===== src/rtl/spi_master.sv =====
`timescale 1ns/1ps
// spi_master
// Single-slave SPI bus master. Sends one data_width-bit word per request,
// MSB first, full duplex, with selectable clock polarity (CPOL) and phase
// (CPHA). Every output is registered; all logic runs on the rising edge of clk.
//
// Frame sequence, with H = clk cycles per SCLK half period:
//   IDLE -> LEAD (H cycles, chip_select low) -> XFER (2*data_width SCLK edges,
//   H cycles apart) -> TRAIL (H cycles) -> GAP (H cycles, chip_select high)
//   -> IDLE
//
// Ports
//   clk          in   system clock
//   rst          in   synchronous active-high reset
//   start        in   transfer request, sampled only in IDLE
//   data_in      in   word to send, latched when start is accepted
//   busy         out  high from the cycle after acceptance until back in IDLE
//   data_valid   out  one-cycle pulse when data_out holds a new word
//   data_out     out  last received word
//   spi_clk      out  SPI clock, idles at CPOL
//   chip_select  out  active-low slave select
//   MOSI         out  serial data to slave, 0 whenever chip_select is high
//   MISO         in   serial data from slave (the slave is clocked by clk,
//                     so MISO is treated as synchronous)
module spi_master #(
    parameter int system_clk_frequency = 50_000_000,
    parameter int spi_clk_frequency    = 5_000_000,
    parameter int data_width           = 8,
    parameter bit CPOL                 = 1'b1,
    parameter bit CPHA                 = 1'b1
) (
    input  logic                  clk,
    input  logic                  rst,
    input  logic                  start,
    input  logic [data_width-1:0] data_in,
    output logic                  busy,
    output logic                  data_valid,
    output logic [data_width-1:0] data_out,
    output logic                  spi_clk,
    output logic                  chip_select,
    output logic                  MOSI,
    input  logic                  MISO
);

    localparam int H      = system_clk_frequency / (2 * spi_clk_frequency);
    localparam int CNT_W  = (H > 1) ? $clog2(H) : 1;
    localparam int EDGE_W = $clog2(2 * data_width);

    localparam logic [CNT_W-1:0]  CNT_LAST  = CNT_W'(H - 1);
    localparam logic [EDGE_W-1:0] EDGE_LAST = EDGE_W'(2 * data_width - 1);

    typedef enum logic [2:0] {
        IDLE,
        LEAD,
        XFER,
        TRAIL,
        GAP
    } state_t;

    state_t                  state_reg, state_next;
    logic [CNT_W-1:0]        cnt_reg, cnt_next;
    logic [EDGE_W-1:0]       edge_cnt_reg, edge_cnt_next;
    logic                    sclk_reg, sclk_next;
    logic                    cs_reg, cs_next;
    logic                    mosi_reg, mosi_next;
    logic [data_width-1:0]   tx_reg, tx_next;
    logic [data_width-1:0]   rx_reg, rx_next;
    logic [data_width-1:0]   data_out_reg, data_out_next;
    logic                    busy_reg, busy_next;
    logic                    dv_reg, dv_next;

    logic                    tick;
    logic                    sclk_edge;
    logic                    edge_even;

    // End of the current H-cycle interval.
    assign tick      = (cnt_reg == CNT_LAST);
    // Even edge index = leading edge, odd = trailing edge.
    assign edge_even = ~edge_cnt_reg[0];

    always_ff @(posedge clk) begin
        if (rst) begin
            state_reg    <= IDLE;
            cnt_reg      <= '0;
            edge_cnt_reg <= '0;
            sclk_reg     <= CPOL;
            cs_reg       <= 1'b1;
            mosi_reg     <= 1'b0;
            tx_reg       <= '0;
            rx_reg       <= '0;
            data_out_reg <= '0;
            busy_reg     <= 1'b0;
            dv_reg       <= 1'b0;
        end else begin
            state_reg    <= state_next;
            cnt_reg      <= cnt_next;
            edge_cnt_reg <= edge_cnt_next;
            sclk_reg     <= sclk_next;
            cs_reg       <= cs_next;
            mosi_reg     <= mosi_next;
            tx_reg       <= tx_next;
            rx_reg       <= rx_next;
            data_out_reg <= data_out_next;
            busy_reg     <= busy_next;
            dv_reg       <= dv_next;
        end
    end

    always_comb begin
        state_next    = state_reg;
        cnt_next      = cnt_reg;
        edge_cnt_next = edge_cnt_reg;
        sclk_next     = sclk_reg;
        cs_next       = cs_reg;
        mosi_next     = mosi_reg;
        tx_next       = tx_reg;
        rx_next       = rx_reg;
        data_out_next = data_out_reg;
        busy_next     = busy_reg;
        dv_next       = 1'b0;
        sclk_edge     = 1'b0;

        // One free-running interval counter serves every timed state.
        if (state_reg != IDLE) begin
            cnt_next = tick ? '0 : cnt_reg + CNT_W'(1);
        end

        case (state_reg)
            IDLE: begin
                cnt_next = '0;
                if (start) begin
                    state_next    = LEAD;
                    cs_next       = 1'b0;
                    busy_next     = 1'b1;
                    edge_cnt_next = '0;
                    tx_next       = data_in;
                    // CPHA=0 needs the MSB valid before the first edge.
                    mosi_next     = CPHA ? 1'b0 : data_in[data_width-1];
                end
            end
            LEAD: begin
                if (tick) begin
                    sclk_edge  = 1'b1;
                    state_next = XFER;
                end
            end
            XFER: begin
                if (tick) begin
                    sclk_edge = 1'b1;
                    if (edge_cnt_reg == EDGE_LAST) begin
                        state_next = TRAIL;
                    end
                end
            end
            TRAIL: begin
                if (tick) begin
                    cs_next       = 1'b1;
                    mosi_next     = 1'b0;
                    dv_next       = 1'b1;
                    data_out_next = rx_reg;
                    state_next    = GAP;
                end
            end
            GAP: begin
                if (tick) begin
                    busy_next  = 1'b0;
                    state_next = IDLE;
                end
            end
            default: begin
                state_next = IDLE;
            end
        endcase

        // SCLK edge handling. MISO is captured on the same clk edge that
        // registers the new spi_clk level, i.e. it sees the value the slave
        // has been presenting for the preceding half period.
        if (sclk_edge) begin
            sclk_next     = ~sclk_reg;
            edge_cnt_next = edge_cnt_reg + EDGE_W'(1);
            if (edge_even != CPHA) begin
                rx_next = {rx_reg[data_width-2:0], MISO};
            end
            if (!CPHA && !edge_even && (edge_cnt_reg != EDGE_LAST)) begin
                // MSB already went out at chip_select fall; advance one bit.
                mosi_next = tx_reg[data_width-2];
                tx_next   = tx_reg << 1;
            end
            if (CPHA && edge_even) begin
                mosi_next = tx_reg[data_width-1];
                tx_next   = tx_reg << 1;
            end
        end
    end

    assign busy        = busy_reg;
    assign data_valid  = dv_reg;
    assign data_out    = data_out_reg;
    assign spi_clk     = sclk_reg;
    assign chip_select = cs_reg;
    assign MOSI        = mosi_reg;

endmodule


===== config.mk =====
export PLATFORM = sky130hd
export DESIGN_NAME = spi_master
export DESIGN_NICKNAME = d
export VERILOG_FILES = /design/src/rtl/spi_master.sv
export SDC_FILE = /design/constraint.sdc
export NUM_CORES = 1
export LEC_CHECK = 0
export BUFFER_PORTS_ARGS = -buffer_cell sky130_fd_sc_hd__buf_2
export CAP_MARGIN = 0
export CELL_PAD_IN_SITES_DETAIL_PLACEMENT = 1
export CELL_PAD_IN_SITES_GLOBAL_PLACEMENT = 1
export CORE_UTILIZATION = 42
export CTS_CLUSTER_DIAMETER = 60
export DETAILED_ROUTE_END_ITERATION = 7
export HOLD_SLACK_MARGIN = 0.12
export PLACE_DENSITY_LB_ADDON = 0.1
export RECOVER_POWER = 25
export SKIP_CTS_REPAIR_TIMING = 1
export SYNTH_ARGS = -nofsm -noshare
export SYNTH_HDL_FRONTEND = slang
export SYNTH_SLANG_ARGS = --single-unit

===== constraint.sdc =====
create_clock -name clk -period 2.3 [get_ports clk]
set_input_delay 0.23 -clock clk [delete_from_list [all_inputs] [get_ports clk]]
set_output_delay 0.23 -clock clk [all_outputs]
set_load 0.01 [all_outputs]

==> results.json <==
{
  "status": "finished clean",
  "worstPathMaxFanout": 14,
  "yosys-top-cells-area": "dfxtp_1 (46%), nand2_1 (5.3%), mux2i_1 (4.7%)",
  "antenna_found_initial": 0,
  "grt_pass1_vias": 1481,
  "fin_crit_sh": 0.7592,
  "finalSetupTns_ns": 0,
  "fp.coreArea_um2": 3771,
  "io_pins": 25,
  "synth_top_area_share": 0.4575,
  "die_h_um": 65.75,
  "via_per_inst": 5.622,
  "die_w_um": 65.75,
  "initial_core_util": 0.4526,
  "rsz0062_at_grt": "false",
  "max_freq_ghz": 0.5727,
  "maxCapViolCount": 0,
  "cts_tree": "built",
  "critical_path_class": "reg2reg",
  "async_flop_share": 0,
  "final_nets": 228,
  "period_needed_ns": 1.746,
  "cts_buffers": 5,
  "yosys.area.top_type": "dfxtp_1",
  "ys_warn_count": 0,
  "clk_path_buf_depth": 2,
  "r2r-end": "rx_reg[5]",
  "p_per_area_nw_per_um2": 804.4,
  "setup_viol": 0,
  "ys_types": 36,
  "worst_slack_ns": 0.5537,
  "cts-root-buf": "clkbuf_8",
  "dp_slack_ns": 0.5834,
  "min_path_type": "in2reg",
  "wl_per_cell_um": 15.85,
  "holdPathEnd": "rx_reg[0]",
  "path_clk_slew_ns": 0.08,
  "final_hold_viol_count": 0,
  "drt_first_pass_iters": 4,
  "postSynthCellCount": 195,
  "grt_pass1_wl_um": 7017,
  "portBuffers": 24,
  "end_kind": "register",
  "yosys_most_used_dff": "dfxtp_1",
  "power_leakage_uw": 0.0007011,
  "worstMarginPinSlew_ns": 0.6056,
  "vias": 1473,
  "slew-limit-headroom": 0.5958,
  "arrival_ns": 1.97,
  "fin_util": 0.5222,
  "synth_seq_cells": 39,
  "fin_worst_skew_ns": 0.009277,
  "cts_max_level": 2,
  "grt_max_degree": 22,
  "synth_edf_count": 0,
  "rr_startpoint": "state_reg[0]",
  "routed_wl_um": 4154,
  "syn2layout_area_growth_pct": 15.40,
  "diodes": 0,
  "cts.sinks": 39,
  "ant_nets": 0,
  "dpl.hpwl_um": 2887,
  "syn_area_um2": 1707,
  "fp.dieArea_um2": 4322,
  "cp-start-kind": "register",
  "r2r_slack_ns": 0.55,
  "syn_area_per_cell_um2": 8.752,
  "vdd_ir_drop_max_mv": 0.4496,
  "drive_gt1_frac": 0.1355,
  "postLayoutCellArea_um2": 1969,
  "hold_start": "MISO",
  "gr-total-overflow": 0,
  "whs_path_depth": 2,
  "drc_errors": 0,
  "gp_congestion": 0.7733,
  "r2r_cells": 4,
  "place_area_um2": 1853,
  "drv_slew": 0,
  "fp-row-count": 22,
  "crit_required_ns": 2.52,
  "synthesis.nets": 210,
  "first_iter_violations": 88,
  "grt_use_total": 0.2159,
  "clock_latency_ns": 0.30,
  "seq_area_frac_synth": 0.4575
}
==> power by group <==
group | internal [µW] | leakage, µW | total, µW | switching, µW
Sequential | 702 | 0.000316 | 734 | 32.5
Combinational | 71.9 | 0.000319 | 177 | 105
Clock | 434 | 0.0000654 | 673 | 240
==> through the flow <==
step	instances	hold slack (ns)	power (µW)
4_1_cts	262	0.1642	1601
5_1_grt	262	0.1602	1655
3_3_place_gp	254	0.4321	917.8
2_1_floorplan	195	0.3752	861.3
6_report	262	0.1714	1584
3_5_place_dp	254	0.4447	926.5
==> cells in the final DEF (no fill, tap or decap), drive strengths merged, types with 2 or more instances in the layout <==
| master | Yosys | layout |
|---|---|---|
| dfxtp | 39 | 39 |
| nor2b | 2 | 2 |
| bufinv | 0 | 2 |
| a31o | 2 | 2 |
| o21ai | 11 | 11 |
| xnor2 | 2 | 2 |
| and3 | 3 | 3 |
| nand3 | 15 | 15 |
| nor4 | 2 | 2 |
| or3 | 2 | 2 |
| o41ai | 7 | 7 |
| o211ai | 5 | 5 |
| inv | 4 | 4 |
| a31oi | 9 | 9 |
| nor2 | 6 | 6 |
| nand2 | 24 | 24 |
| buf | 6 | 17 |
| mux2i | 8 | 8 |
| o2bb2ai | 2 | 2 |
| xor2 | 2 | 2 |
| a21oi | 14 | 14 |
| ha | 3 | 3 |
| nand2b | 2 | 2 |
| clkbuf | 13 | 19 |
==> worst max-delay path, stage by stage (launching register included) <==
cell and delay, ns:
dfxtp_1 0.64, xor2_1 0.21, buf_4 0.16, and3_1 0.43
mux2i_1 0.23
==> cell type report <==
cell class                      count  area (µm²)
Clock buffer                        6       72.57
Clock inverter                      2       60.06
Fill cell                         453        1802
Inverter                            4       15.01
Multi-Input combinational cell    133       832.0
Sequential cell                    39       780.7
Tap cell                           48       60.06
Timing Repair Buffer               30       148.9
==> metal layers <==
layer	vias to the layer above	share of wire	GRT usage
met3	8	0.033	0.06424
li1	741	-	-
met4	0	0.012	0.06793
met5	-	0	0
met2	20	0.46	0.3342
met1	704	0.49	0.2850
==> synthesized netlist by cell type (all sizes together), types with 2 or more instances <==
cell type  number
o41ai           7
mux2i           8
nand2b          2
o2bb2ai         2
buf             6
and3            3
a31oi           9
nor4            2
nor2b           2
o211ai          5
or3             2
clkbuf         13
nand3          15
a21oi          14
a31o            2
inv             4
ha              3
xor2            2
xnor2           2
dfxtp          39
o21ai          11
nor2            6
nand2          24
==> cells by family (layout without fill, tap and decap cells) <==
| logic type | after synthesis | after routing | synth area share |
|---|---|---|---|
| xor+xnor | 4 | 4 | 0.02053 |
| simple gates | 65 | 65 | 0.1921 |
| mux | 9 | 9 | 0.05352 |
| flops | 39 | 39 | 0.4575 |
| compound gates | 52 | 52 | 0.1958 |
| fa+ha+maj | 3 | 3 | 0.02200 |
| buf+inv | 23 | 42 | 0.05865 |
==> worst max-delay path by stage <==
| stage | depth (start not counted) | startpoint | endpoint |
|---|---|---|---|
| 3_3_place_gp | 3 | state_reg[0] | state_reg[0] |
| 6_report | 4 | state_reg[0] | rx_reg[5] |
| 5_1_grt | 4 | state_reg[0] | rx_reg[3] |
| 2_1_floorplan | 7 | cnt_reg[0] | rx_reg[0] |
| 3_5_place_dp | 5 | cnt_reg[0] | MOSI |
| 4_1_cts | 5 | cnt_reg[0] | MOSI |
(Power assumes the default switching activity.)
